<file path="config.mk">
export PLATFORM = sky130hd
export DESIGN_NAME = ex_stage_flat
export DESIGN_NICKNAME = d
export VERILOG_FILES = /design/src/rtl/ex_stage_if.sv /design/src/rtl/ex_stage.sv /design/src/flat_wrapper.sv
export SDC_FILE = /design/constraint.sdc
export NUM_CORES = 1
export LEC_CHECK = 0
export ABC_AREA = 1
export CELL_PAD_IN_SITES_DETAIL_PLACEMENT = 0
export CELL_PAD_IN_SITES_GLOBAL_PLACEMENT = 1
export CORE_MARGIN = 5
export CORE_UTILIZATION = 40
export CTS_CLUSTER_DIAMETER = 120
export CTS_CLUSTER_SIZE = 40
export DETAILED_ROUTE_END_ITERATION = 10
export PLACE_DENSITY_LB_ADDON = 0.12
export SLEW_MARGIN = 30
export SYNTH_ARGS = -nofsm -noshare
export SYNTH_HDL_FRONTEND = slang
export SYNTH_SLANG_ARGS = --single-unit
</file>
<file path="constraint.sdc">
create_clock -name clk -period 9.64 [get_ports clk]
set_input_delay 1.446 -clock clk [delete_from_list [all_inputs] [get_ports clk]]
set_output_delay 1.446 -clock clk [all_outputs]
set_load 0.02 [all_outputs]
</file>
<file path="src/rtl/ex_stage_if.sv">
// Bundle between the ID/EX register, the execute stage and the memory stage.
// slave = execute stage; master = the driver of ID/EX plus the memory-stage observer.
interface ex_stage_if #(
    parameter int XLEN = 32
);
    logic            valid_in;
    logic            reg_write_in;
    logic            mem_to_reg_in;
    logic            mem_write_in;
    logic            mem_read_in;
    logic            branch_in;
    logic            alu_src_in;
    logic [1:0]      alu_op_in;
    logic [4:0]      rd_in;
    logic [XLEN-1:0] nextpc_in;
    logic [XLEN-1:0] rs_data_in;
    logic [XLEN-1:0] rt_data_in;
    logic [XLEN-1:0] imm_in;
    logic            flush_in;
    logic            mem_stall_in;

    logic            stall_out;
    logic            valid_out;
    logic            reg_write_out;
    logic            mem_to_reg_out;
    logic            mem_write_out;
    logic            mem_read_out;
    logic [4:0]      rd_out;
    logic [XLEN-1:0] alu_result_out;
    logic [XLEN-1:0] store_data_out;
    logic            branch_taken_out;
    logic [XLEN-1:0] branch_target_out;

    modport master (
        output valid_in, reg_write_in, mem_to_reg_in, mem_write_in, mem_read_in,
               branch_in, alu_src_in, alu_op_in, rd_in, nextpc_in, rs_data_in,
               rt_data_in, imm_in, flush_in, mem_stall_in,
        input  stall_out, valid_out, reg_write_out, mem_to_reg_out, mem_write_out,
               mem_read_out, rd_out, alu_result_out, store_data_out,
               branch_taken_out, branch_target_out
    );

    modport slave (
        input  valid_in, reg_write_in, mem_to_reg_in, mem_write_in, mem_read_in,
               branch_in, alu_src_in, alu_op_in, rd_in, nextpc_in, rs_data_in,
               rt_data_in, imm_in, flush_in, mem_stall_in,
        output stall_out, valid_out, reg_write_out, mem_to_reg_out, mem_write_out,
               mem_read_out, rd_out, alu_result_out, store_data_out,
               branch_taken_out, branch_target_out
    );
endinterface

</file>
<file path="src/rtl/ex_stage.sv">
// Execute stage: ALU, branch resolve, iterative shift-add multiply and the EX/MEM register.
// MUL_CYCLES must equal XLEN so the multiplier consumes every bit of operand B.
module ex_stage #(
    parameter int XLEN       = 32,
    parameter int MUL_CYCLES = 32
) (
    input  logic        clk,
    input  logic        reset,
    ex_stage_if.slave   bus
);
    localparam int CW = (MUL_CYCLES > 1) ? $clog2(MUL_CYCLES) : 1;

    typedef enum logic [1:0] {IDLE, MUL_BUSY, MUL_DONE} state_e;

    typedef struct packed {
        logic            valid;
        logic            reg_write;
        logic            mem_to_reg;
        logic            mem_write;
        logic            mem_read;
        logic [4:0]      rd;
        logic [XLEN-1:0] alu_result;
        logic [XLEN-1:0] store_data;
        logic            br_taken;
        logic [XLEN-1:0] br_target;
    } exmem_t;

    state_e          state_q, state_d;
    exmem_t          exmem_q, exmem_d, live;
    logic [XLEN-1:0] mul_a_q, mul_a_d, mul_b_q, mul_b_d, acc_q, acc_d;
    logic [CW-1:0]   cnt_q, cnt_d;
    logic [XLEN-1:0] op_b, alu_res;
    logic [5:0]      funct;
    logic            is_mul, mul_req;

    assign op_b    = bus.alu_src_in ? bus.imm_in : bus.rt_data_in;
    assign funct   = bus.imm_in[5:0];
    assign is_mul  = (bus.alu_op_in == 2'b10) && (funct == 6'h18);
    assign mul_req = bus.valid_in && is_mul;

    always_comb begin
        alu_res = '0;
        case (bus.alu_op_in)
            2'b00: alu_res = bus.rs_data_in + op_b;
            2'b01: alu_res = bus.rs_data_in - op_b;
            2'b10: begin
                case (funct)
                    6'h20: alu_res = bus.rs_data_in + op_b;
                    6'h22: alu_res = bus.rs_data_in - op_b;
                    6'h24: alu_res = bus.rs_data_in & op_b;
                    6'h25: alu_res = bus.rs_data_in | op_b;
                    6'h27: alu_res = ~(bus.rs_data_in | op_b);
                    6'h2A: alu_res = {{(XLEN-1){1'b0}},
                                      ($signed(bus.rs_data_in) < $signed(op_b))};
                    default: alu_res = '0;
                endcase
            end
            default: alu_res = '0;
        endcase
    end

    // EX/MEM image of the instruction currently held in ID/EX; alu_result filled per state.
    always_comb begin
        live            = '0;
        live.valid      = 1'b1;
        live.reg_write  = bus.reg_write_in;
        live.mem_to_reg = bus.mem_to_reg_in;
        live.mem_write  = bus.mem_write_in;
        live.mem_read   = bus.mem_read_in;
        live.rd         = bus.rd_in;
        live.store_data = bus.rt_data_in;
        live.br_taken   = bus.branch_in && (bus.rs_data_in == bus.rt_data_in);
        live.br_target  = bus.nextpc_in + (bus.imm_in << 2);
    end

    always_comb begin
        state_d = state_q;
        exmem_d = exmem_q;
        mul_a_d = mul_a_q;
        mul_b_d = mul_b_q;
        acc_d   = acc_q;
        cnt_d   = cnt_q;
        if (bus.flush_in) begin
            state_d = IDLE;
            exmem_d = '0;
        end else if (!bus.mem_stall_in) begin
            case (state_q)
                IDLE: begin
                    exmem_d = '0;
                    if (mul_req) begin
                        mul_a_d = bus.rs_data_in;
                        mul_b_d = op_b;
                        acc_d   = '0;
                        cnt_d   = '0;
                        state_d = MUL_BUSY;
                    end else if (bus.valid_in) begin
                        exmem_d            = live;
                        exmem_d.alu_result = alu_res;
                    end
                end
                MUL_BUSY: begin
                    exmem_d = '0;
                    acc_d   = mul_b_q[0] ? (acc_q + mul_a_q) : acc_q;
                    mul_a_d = mul_a_q << 1;
                    mul_b_d = mul_b_q >> 1;
                    cnt_d   = cnt_q + CW'(1);
                    if (cnt_q == CW'(MUL_CYCLES - 1))
                        state_d = MUL_DONE;
                end
                MUL_DONE: begin
                    exmem_d            = live;
                    exmem_d.alu_result = acc_q;
                    state_d            = IDLE;
                end
                default: state_d = IDLE;
            endcase
        end
    end

    // A flush overrides the multiply's hold; only the memory stage can still stall then.
    assign bus.stall_out = !reset && (bus.mem_stall_in ||
                           (!bus.flush_in && ((state_q == MUL_BUSY) ||
                                              ((state_q == IDLE) && mul_req))));

    always_ff @(posedge clk or posedge reset) begin
        if (reset) begin
            state_q <= IDLE;
            exmem_q <= '0;
            mul_a_q <= '0;
            mul_b_q <= '0;
            acc_q   <= '0;
            cnt_q   <= '0;
        end else begin
            state_q <= state_d;
            exmem_q <= exmem_d;
            mul_a_q <= mul_a_d;
            mul_b_q <= mul_b_d;
            acc_q   <= acc_d;
            cnt_q   <= cnt_d;
        end
    end

    assign bus.valid_out         = exmem_q.valid;
    assign bus.reg_write_out     = exmem_q.reg_write;
    assign bus.mem_to_reg_out    = exmem_q.mem_to_reg;
    assign bus.mem_write_out     = exmem_q.mem_write;
    assign bus.mem_read_out      = exmem_q.mem_read;
    assign bus.rd_out            = exmem_q.rd;
    assign bus.alu_result_out    = exmem_q.alu_result;
    assign bus.store_data_out    = exmem_q.store_data;
    assign bus.branch_taken_out  = exmem_q.br_taken;
    assign bus.branch_target_out = exmem_q.br_target;
endmodule
</file>
<file path="src/flat_wrapper.sv">
// flat-port wrapper written by rule: the top's interface ports become plain ports
module ex_stage_flat 
#(
    parameter int XLEN       = 32,
    parameter int MUL_CYCLES = 32
)
  (clk, reset, bus_valid_in, bus_reg_write_in, bus_mem_to_reg_in, bus_mem_write_in, bus_mem_read_in, bus_branch_in, bus_alu_src_in, bus_alu_op_in, bus_rd_in, bus_nextpc_in, bus_rs_data_in, bus_rt_data_in, bus_imm_in, bus_flush_in, bus_mem_stall_in, bus_stall_out, bus_valid_out, bus_reg_write_out, bus_mem_to_reg_out, bus_mem_write_out, bus_mem_read_out, bus_rd_out, bus_alu_result_out, bus_store_data_out, bus_branch_taken_out, bus_branch_target_out);
  ex_stage_if #(.XLEN(XLEN)) bus_i ();
  input  logic clk;
  input  logic reset;
  input wire logic [$bits(bus_i.valid_in)-1:0] bus_valid_in;
  input wire logic [$bits(bus_i.reg_write_in)-1:0] bus_reg_write_in;
  input wire logic [$bits(bus_i.mem_to_reg_in)-1:0] bus_mem_to_reg_in;
  input wire logic [$bits(bus_i.mem_write_in)-1:0] bus_mem_write_in;
  input wire logic [$bits(bus_i.mem_read_in)-1:0] bus_mem_read_in;
  input wire logic [$bits(bus_i.branch_in)-1:0] bus_branch_in;
  input wire logic [$bits(bus_i.alu_src_in)-1:0] bus_alu_src_in;
  input wire logic [$bits(bus_i.alu_op_in)-1:0] bus_alu_op_in;
  input wire logic [$bits(bus_i.rd_in)-1:0] bus_rd_in;
  input wire logic [$bits(bus_i.nextpc_in)-1:0] bus_nextpc_in;
  input wire logic [$bits(bus_i.rs_data_in)-1:0] bus_rs_data_in;
  input wire logic [$bits(bus_i.rt_data_in)-1:0] bus_rt_data_in;
  input wire logic [$bits(bus_i.imm_in)-1:0] bus_imm_in;
  input wire logic [$bits(bus_i.flush_in)-1:0] bus_flush_in;
  input wire logic [$bits(bus_i.mem_stall_in)-1:0] bus_mem_stall_in;
  output wire logic [$bits(bus_i.stall_out)-1:0] bus_stall_out;
  output wire logic [$bits(bus_i.valid_out)-1:0] bus_valid_out;
  output wire logic [$bits(bus_i.reg_write_out)-1:0] bus_reg_write_out;
  output wire logic [$bits(bus_i.mem_to_reg_out)-1:0] bus_mem_to_reg_out;
  output wire logic [$bits(bus_i.mem_write_out)-1:0] bus_mem_write_out;
  output wire logic [$bits(bus_i.mem_read_out)-1:0] bus_mem_read_out;
  output wire logic [$bits(bus_i.rd_out)-1:0] bus_rd_out;
  output wire logic [$bits(bus_i.alu_result_out)-1:0] bus_alu_result_out;
  output wire logic [$bits(bus_i.store_data_out)-1:0] bus_store_data_out;
  output wire logic [$bits(bus_i.branch_taken_out)-1:0] bus_branch_taken_out;
  output wire logic [$bits(bus_i.branch_target_out)-1:0] bus_branch_target_out;
  assign bus_i.valid_in = bus_valid_in;
  assign bus_i.reg_write_in = bus_reg_write_in;
  assign bus_i.mem_to_reg_in = bus_mem_to_reg_in;
  assign bus_i.mem_write_in = bus_mem_write_in;
  assign bus_i.mem_read_in = bus_mem_read_in;
  assign bus_i.branch_in = bus_branch_in;
  assign bus_i.alu_src_in = bus_alu_src_in;
  assign bus_i.alu_op_in = bus_alu_op_in;
  assign bus_i.rd_in = bus_rd_in;
  assign bus_i.nextpc_in = bus_nextpc_in;
  assign bus_i.rs_data_in = bus_rs_data_in;
  assign bus_i.rt_data_in = bus_rt_data_in;
  assign bus_i.imm_in = bus_imm_in;
  assign bus_i.flush_in = bus_flush_in;
  assign bus_i.mem_stall_in = bus_mem_stall_in;
  assign bus_stall_out = bus_i.stall_out;
  assign bus_valid_out = bus_i.valid_out;
  assign bus_reg_write_out = bus_i.reg_write_out;
  assign bus_mem_to_reg_out = bus_i.mem_to_reg_out;
  assign bus_mem_write_out = bus_i.mem_write_out;
  assign bus_mem_read_out = bus_i.mem_read_out;
  assign bus_rd_out = bus_i.rd_out;
  assign bus_alu_result_out = bus_i.alu_result_out;
  assign bus_store_data_out = bus_i.store_data_out;
  assign bus_branch_taken_out = bus_i.branch_taken_out;
  assign bus_branch_target_out = bus_i.branch_target_out;
  ex_stage #(.XLEN(XLEN), .MUL_CYCLES(MUL_CYCLES)) u_core (.clk(clk), .reset(reset), .bus(bus_i));
endmodule
</file>
# Word-level counts from Yosys, hierarchy flattened

Index checks and enable logic that the tools add are counted.

Register bits after elaboration: 210
Input bits: 146
Output and inout port bits: 108
Logic and storage cells: 84

$add $sub $neg: 5
Order comparisons: 1
Eq/ne operators: 18
Muxes and demuxes: 22
Bitwise gates (word level): 5
Reductions and logical operators: 18

Operators with widths:

| cell                | count |
|---|---|
| $mux 107            | 4 |
| $pmux 107 s3        | 1 |
| $pmux 32 s2         | 3 |
| $pmux 32 s6         | 1 |
| $mux 32             | 5 |
| $add 32x32->32      | 3 |
| $pmux 32 s3         | 1 |
| $eq 6x6->1 const B  | 6 |
| $and 32x32->32      | 1 |
| $eq 32x32->1        | 1 |
| $lt 32x32->1        | 1 |
| $not 32->32         | 1 |
| $or 32x32->32       | 1 |
| $sub 32x32->32      | 1 |
| $pmux 5 s2          | 1 |
| $mux 2              | 4 |
| $eq 6x5->1 const B  | 1 |
| $logic_and 1x1->1   | 6 |
| $ne 3x2->1 const B  | 2 |
| $add 5x1->5 const B | 1 |
| $eq 5x5->1 const B  | 1 |
| $mux 5              | 1 |
| $reduce_and 5->1    | 1 |
| $eq 2x1->1 const B  | 2 |
| other kinds (13)    | 19 |

# Logic depth before layout (Yosys ltp)

Gate-level depths: netlist of the first run.

Word-level depth: 10
Depth in mapped cells: 24
Depth with buffers taken out: 22

# Least setup slack after synthesis of the first run

Ideal clock, no wire load.

Path type: in2reg
Start: in bus_alu_src_in
End: reg u_core.exmem_q (netlist bit u_core.bus.alu_result_out[30])
Setup time: 116 ps
Arrival time: 3862 ps
Required time: 9524 ps
Setup slack: 5662 ps
Stages: 21
Buffers on the path: 2
Path through: clkbuf_1 clkbuf_1 nand2_1 o21ai_0 inv_1 ha_1 fa_1 nand3_1 nand3_1 nand2_1 nand2_1 nand2_1 nand2_1 nand2_1 nand3_1 nand3_1 nand3_1 nand2_1 nand2_1 nand2_1 nand2_1

Word-level cells in the longest chain between the ends: 10
Elaborated cells between the ends (all ways): 13
Classes of those cells: 2 x add/sub; 8 x mux; 3 x bitwise

Ends and longest elaborated chain:

| what                                                   | RTL line           | source |
|---|---|---|
| start: declaration                                     | flat_wrapper.sv:17 | `input wire logic [$bits(bus_i.alu_src_in)-1:0] bus_alu_src_in;` |
| $mux 32 (*)                                            | ex_stage.sv:36     | `assign op_b = bus.alu_src_in ? bus.imm_in : bus.rt_data_in;` |
| branches (longest 3 deep; another with $sub 32x32->32) | -                  |  |
| $pmux 32 s3 (*)                                        | ex_stage.sv:43     | `case (bus.alu_op_in)` |
| $mux 107 (*)                                           | ex_stage.sv:96     | `end else if (bus.valid_in) begin` |
| $mux 107 (*)                                           | ex_stage.sv:90     | `if (mul_req) begin` |
| $pmux 107 s3 (*)                                       | ex_stage.sv:87     | `case (state_q)` |
| $mux 107 (*)                                           | ex_stage.sv:86     | `end else if (!bus.mem_stall_in) begin` |
| $mux 107 (*)                                           | ex_stage.sv:83     | `if (bus.flush_in) begin` |
| end signal: assignment                                 | ex_stage.sv:135    | `exmem_q <= exmem_d;` |
| end: declaration                                       | ex_stage.sv:29     | `exmem_t exmem_q, exmem_d, live;` |

Mark *: on every way between the ends. The select of a mux whose other input is x is not followed.
A chain may end at the register's enable or synchronous reset.

# Final worst setup path of the first run

Start: in bus_imm_in[1]
End: out bus_stall_out

Word-level cells in the longest chain between the ends: 8

Ends and longest elaborated chain:

| what               | RTL line           | source |
|---|---|---|
| start: declaration | flat_wrapper.sv:23 | `input wire logic [$bits(bus_i.imm_in)-1:0] bus_imm_in;` |
| $eq 6x5->1         | ex_stage.sv:38     | `assign is_mul = (bus.alu_op_in == 2'b10) && (funct == 6'h18);` |
| $logic_and 1x1->1  | ex_stage.sv:38     |  |
| $logic_and 1x1->1  | ex_stage.sv:39     | `assign mul_req = bus.valid_in && is_mul;` |
| $logic_and 1x1->1  | ex_stage.sv:123    | `((state_q == IDLE) && mul_req))));` |
| $logic_or 1x1->1   | ex_stage.sv:122    | `(!bus.flush_in && ((state_q == MUL_BUSY) \|\|` |
| $logic_and 1x1->1  | ex_stage.sv:122    |  |
| $logic_or 1x1->1   | ex_stage.sv:121    | `assign bus.stall_out = !reset && (bus.mem_stall_in \|\|` |
| $logic_and 1x1->1  | ex_stage.sv:121    |  |
| end: declaration   | flat_wrapper.sv:26 | `output wire logic [$bits(bus_i.stall_out)-1:0] bus_stall_out;` |

Every way passes these cells.

==> results.toml, run 1 <==
[timing]
rsz0062_at_grt = "no"
timing.slew.headroom = 0.390
final_period_demand_of_the_worst_path_ns = 5.23
finalSetupViolations = 0
worstMarginPinSlew_ns = 0.907
hold_viol_final = 0
post-route-worst-setup-slack_ns = 4.41
final.period_utilization = 0.543
final-max-slew-violation-count = 0
finalClockSkew_ns = 0.0354
setup_tns_ns = 0
max_clock_freq_ghz = 0.191

[placement]
place_worst_setup_slack_ns = 4.18
gp_congestion = 0.987
io_port_bufs = 253
detailed_place_hpwl_um = 67600

[floorplanning]
row_count = 80
total_die_area_mm2 = 0.0522
chipHeight_um = 229
core_mm2 = 0.0474
floorplan.initialDensity = 0.403
chipWidth_um = 229
io_pins = 254

[detailed_routing]
postRouteAntennaNets = 0
routed_wl_um = 83600
initialDrtViolationCount = 2067
detail_route.wl_per_cell_um = 22.3
route.vias.total = 20752
vias_per_cell = 5.53
route.detailed.drc = 0
drt-pass1-iter-count = 7

[yosys]
warning_count_from_the_yosys_run = 0
syn_area_per_cell_um2 = 6.46
synth_cells = 2957
postSynthRegisterBits = 210
synth_area_mm2 = 0.0191
ys_seq_area_frac = 0.275
postSynthNetCount = 3277
ys_types = 52

[global_routing]
first_pass_grt_wire_length_um = 123000
antenna_violations_before_repair = 6
gr-total-overflow = 0
vias_in_the_first_global_route = 19854
global_route.usage.total = 0.303
grt_max_degree = 138

[critical_path]
critPathArrivalTime_ns = 3.78
worst_ep_required_time_ns = 8.19
setup.worst_path.start = "bus_imm_in[1]"
cp-endpoint = "bus_stall_out"
worst-r2r-setup-slack_ns = 5.88
rr_startpoint = "u_core.state_q[1]"
kind_of_end_point_of_the_critical_path = "primary output"
worst-r2r-cell-count = 9
rr_endpoint = "u_core.bus.branch_target_out[4]"
startpoint_type = "primary input"
startpoint_to_endpoint_class_of_the_critical_path = "in2out"
crit_fanout = 6

[min_path]
worstHoldPathType = "reg2reg"
hp-start = "u_core.bus.alu_result_out[27]"

[clocking]
postCtsHoldBufs = 0
cts_buffer_count = 10
clk-insertion-delay-late_ns = 0.52
clkTransAtPathRegs_ns = 0.13
clock_path_buffers = 3
cts_max_level = 1
cts_resized = 0
clock-sinks = 210
clock_tree.root_cell = "clkbuf_16"
post_cts.repair.setup_buffers = 0
cts_tree = "built"

[final_layout]
fin_nets = 3454
leading_cell_type_in_the_layout_fill_and_taps_excluded = "nand2_1"
drive_above_1_share = 0.0239
multiInputGateArea_mm2 = 0.0118
filler_cell_count = 5056
syn_to_final_growth_pct = 17.3
final_cell_mix = "831 x nand2_1, 418 x inv_1, 286 x nor2_1, 251 x clkdlybuf4s50_1, 210 x dfrtp_1"
sequential_cell_area_mm2 = 0.00526

[outcome]
result_of_the_run = "completed"

[power]
cellLeakagePower_nw = 11.4
power.density_cell_area_mw_per_mm2 = 216
ir_worst_vdd_mv = 0.123

[job]
cap_viol_max_count = 0
-- report_power, final --
part	total [mW]	internal, mW	switching [mW]	leakage (nW)
combinational	2.83	0.971	1.85	8.51
sequential	1.45	1.20	0.254	2.70
clock	0.558	0.221	0.337	0.164
total	4.84	2.39	2.45	11.4
-- metal layers --
metal	vias to the layer above	track usage	part of all wire
met5	-	0	0.00068
met2	857	0.505	0.46
li1	10004	-	-
met3	142	0.0571	0.077
met4	10	0.120	0.048
met1	9739	0.391	0.42
-- registers in the layout (all words and copies together), names as in the netlist --
signal / flops
u_core.bus.rd_out: 5
u_core.bus.valid_out: 1
u_core.state_q: 2
u_core.mul_a_q: 32
u_core.bus.branch_taken_out: 1
u_core.bus.branch_target_out: 32
u_core.bus.alu_result_out: 32
u_core.bus.store_data_out: 32
u_core.mul_b_q: 32
u_core.acc_q: 32
u_core.bus.mem_read_out: 1
u_core.cnt_q: 5
u_core.bus.mem_to_reg_out: 1
u_core.bus.mem_write_out: 1
u_core.bus.reg_write_out: 1
-- kinds of logic after synthesis --
group	after synthesis	synth area share
and+or+nand+nor	1400	0.299
AOI/OAI and AO/OA	606	0.186
buffers and inverters	534	0.109
DFF	210	0.275
adders and majority gates	174	0.116
xor gates and xnor gates	32	0.0147
muxes	1	0.000524
-- worst max-delay path: stages --
cell and delay [ns]:
clkdlybuf4s50_1 0.56, inv_2 0.15, nand2_1 0.09, nor3_2 0.10, nand3_1 0.23, nor2_2 0.25, nand3_1 0.10, a31oi_1 0.19
clkdlybuf4s50_1 0.66
-- synth_stat cells (all sizes together) --
library cell / n / area (µm²)
o2111ai: 2 / 17.5
xor2: 25 / 219
a31oi: 6 / 37.5
mux2i: 1 / 10.0
xnor2: 7 / 61.3
ha: 170 / 2130
nand3: 186 / 931
clkbuf: 61 / 229
o221a: 1 / 11.3
nor3: 31 / 160
buf: 40 / 225
fa: 4 / 80.1
nor4: 11 / 68.8
dfrtp: 210 / 5260
nor2: 291 / 1120
o211ai: 14 / 105
a221oi: 6 / 52.6
a22o: 15 / 131
clkinv: 1 / 3.75
nand3b: 2 / 15.0
a211oi: 1 / 7.51
and3: 2 / 12.5
o21bai: 20 / 154
o221ai: 18 / 158
o31a: 1 / 8.76
nand4: 29 / 181
nor3b: 1 / 7.51
a21o: 4 / 30.0
or2: 7 / 43.8
a32o: 17 / 170
a21boi: 2 / 15.0
a21oi: 198 / 1030
nand2: 835 / 3140
and2: 5 / 31.3
o211a: 2 / 20.0
inv: 432 / 1620
o22ai: 88 / 551
o21ai: 211 / 1060
-- area by class of cell --
cell class / count / share of cell area
Clock inverter: 5 / 0.00240
Clock buffer: 11 / 0.0123
Sequential cell: 210 / 0.234
Inverter: 433 / 0.0733
Tap cell: 615 / 0.0343
Antenna cell: 1 / 0.000112
Multi-Input combinational cell: 2213 / 0.526
Timing Repair Buffer: 266 / 0.117
-- stage by stage --
step / cell area (µm²) / cells / power [mW] / hold slack, ns / util
after floorplan: 19100 / 2957 / 3.21 / 0.459 / -
after global placement: 22100 / 3737 / 4.23 / 0.462 / 0.465
after detailed placement: 22100 / 3737 / 4.26 / 0.465 / 0.465
after CTS: 22400 / 3753 / 4.83 / 0.500 / 0.472
after global routing: 22400 / 3753 / 5.19 / 0.518 / 0.472
final: 22400 / 3754 / 4.84 / 0.495 / 0.472
-- worst min path at each step --
stage	to	cells after the start
6_report	u_core.bus.alu_result_out[27]	2
3_5_place_dp	u_core.bus.alu_result_out[9]	2
5_1_grt	u_core.bus.alu_result_out[27]	2
3_3_place_gp	u_core.bus.alu_result_out[21]	2
2_1_floorplan	u_core.cnt_q[4]	2
4_1_cts	u_core.bus.alu_result_out[9]	2
Power figures use the tool's default switching activity.
==> run 2: changes to the inputs <==
==> constraint.sdc (replaced) <==
create_clock -name clk -period 5.3 [get_ports clk]
set_input_delay 0.795 -clock clk [delete_from_list [all_inputs] [get_ports clk]]
set_output_delay 0.795 -clock clk [all_outputs]
set_load 0.02 [all_outputs]
==> run 2 against run 1 <==
Against the previous run: sequential share of layout area shrank 0.25 points; utilization grew 0.50 points; critical path type is now in2reg; count of clock-buffer cells in the layout grew 2.
==> results.toml, run 2 (synthesis gave the netlist of run 1 again) <==
[clocking]
post_cts.repair.setup_buffers = 0
clk-insertion-delay-late_ns = 0.54
clock_tree.root_cell = "clkbuf_16"
cts_tree = "built"
postCtsHoldBufs = 0
cts_resized = 0
clock-sinks = 210
cts_max_level = 1
clkTransAtPathRegs_ns = 0.12
clock_path_buffers = 3
cts_buffer_count = 12

[timing]
final.period_utilization = 0.802
rsz0062_at_grt = "no"
max_clock_freq_ghz = 0.235
worstMarginPinSlew_ns = 1.19
finalSetupViolations = 0
setup_tns_ns = 0
timing.slew.headroom = 0.199
final-max-slew-violation-count = 0
finalClockSkew_ns = 0.0570
final_period_demand_of_the_worst_path_ns = 4.25
hold_viol_final = 0

[detailed_routing]
route.detailed.drc = 0
initialDrtViolationCount = 2393
detail_route.wirelength.met1_um = 36500
routed_wl_um = 86200
postRouteAntennaNets = 0
dr.max_layer_used = "met5"
routed-wl-met2_um = 39600
route.vias.total = 21210
vias_per_cell = 5.62
met3_wirelength_um = 6170
drt-pass1-iter-count = 8
detail_route.wl_per_cell_um = 22.9

[power]
fin_total_pwr_mw = 9.08
ir_worst_vdd_mv = 0.234
power.density_cell_area_mw_per_mm2 = 401
cellLeakagePower_nw = 11.5

[floorplanning]
row_count = 80
chipHeight_um = 229
total_die_area_mm2 = 0.0522
io_pins = 254
core_mm2 = 0.0474
floorplan.initialDensity = 0.403
chipWidth_um = 229

[global_routing]
antenna_violations_before_repair = 3
gr-total-overflow = 0
grt_max_degree = 158
vias_in_the_first_global_route = 20436
first_pass_grt_wire_length_um = 128000
global_route.usage.total = 0.316

[placement]
detailed_place_hpwl_um = 69600
io_port_bufs = 253
placedInstanceArea_mm2 = 0.0222
place_inst = 3751
gp_congestion = 0.990

[final_layout]
leading_cell_type_in_the_layout_fill_and_taps_excluded = "nand2_1"
final_cells = 3773
postLayoutCoreUtil = 0.477
final_cell_mix = "833 x nand2_1, 419 x inv_1, 286 x nor2_1, 252 x clkdlybuf4s50_1, 210 x dfrtp_1"
drive_above_1_share = 0.0288
filler_cell_count = 4976
fin_nets = 3471
layout.cell_area.non_filler_mm2 = 0.0226
syn_to_final_growth_pct = 18.5

[critical_path]
kind_of_end_point_of_the_critical_path = "flip-flop"
rr_startpoint = "u_core.state_q[0]"
rr_endpoint = "u_core.bus.branch_target_out[10]"
setup.worst_path.start = "bus_alu_src_in"
worst-r2r-cell-count = 10
crit_fanout = 51
cp-endpoint = "u_core.bus.alu_result_out[26]"
startpoint_to_endpoint_class_of_the_critical_path = "in2reg"
critPathArrivalTime_ns = 4.68
worst_ep_required_time_ns = 5.73
worst-r2r-setup-slack_ns = 2.11
startpoint_type = "primary input"

[job]
cap_viol_max_count = 0

[outcome]
result_of_the_run = "completed"

[min_path]
worstHoldPathType = "reg2reg"
[run 2: changes by cell type in the layout (fill, tap and decap cells not counted), moves of 2 or more]
cell,delta
nand2_2,-2
clkbuf_16,+2
clkinv_16,+2
buf_4,+14
nand2_1,+2
clkinv_2,-2
[run 2: metrics by stage]
| step | worst slack, ns | hold slack [ns] |
|---|---|---|
| global placement | 0.496 | 0.463 |
| CTS | 1.07 | 0.471 |
| global route | 0.807 | 0.480 |
| floorplan | 1.78 | 0.459 |
| finish | 1.05 | 0.485 |
| detailed placement | 0.503 | 0.464 |
[run 2: layer usage]
metal	vias to the layer above	track usage
met4	4	0.113
met3	156	0.0498
met2	955	0.524
li1	10047	-
met1	10048	0.418
met5	-	0
[run 2: area by class of cell]
cell class,count,area [µm²],share of cell area
clock buffers,13,325,0.0144
inverters,433,1640,0.0722
repair buffers,281,2770,0.122
multi-input cells,2213,11800,0.520
clock inverters,7,116,0.00514
diodes,1,2.50,0.000110
well taps,615,769,0.0340
flip-flops and latches,210,5260,0.232
[run 2: how the worst min path moves through the flow]
stage	start	cells after the start	end
global placement	u_core.bus.valid_out	2	u_core.bus.valid_out
CTS	u_core.mul_b_q[5]	2	u_core.mul_b_q[4]
finish	u_core.mul_b_q[5]	2	u_core.mul_b_q[4]
global route	u_core.mul_b_q[5]	2	u_core.mul_b_q[4]
detailed placement	u_core.bus.alu_result_out[28]	2	u_core.bus.alu_result_out[28]
floorplan	u_core.cnt_q[4]	2	u_core.cnt_q[4]
[run 2: where the power goes]
part | internal [mW] | switching [mW]
logic | 1.79 | 3.47
registers | 2.18 | 0.480
clock network | 0.491 | 0.677
[run 2: critical path, stage by stage]
cell and delay [ns]:
buf_2 0.37, buf_4 0.31, o21ai_0 0.64, inv_1 0.16, ha_1 0.29, fa_1 0.44
nand3_1 0.09, nand3_1 0.25, nand2_1 0.13, nand2_1 0.12, nand2_1 0.10, nand2_1 0.10
nand2_1 0.13, nand4_1 0.09, nand3_1 0.10, nand3_1 0.20, nand2_1 0.14, nand2_1 0.07
nand2_1 0.08, nand2_1 0.04
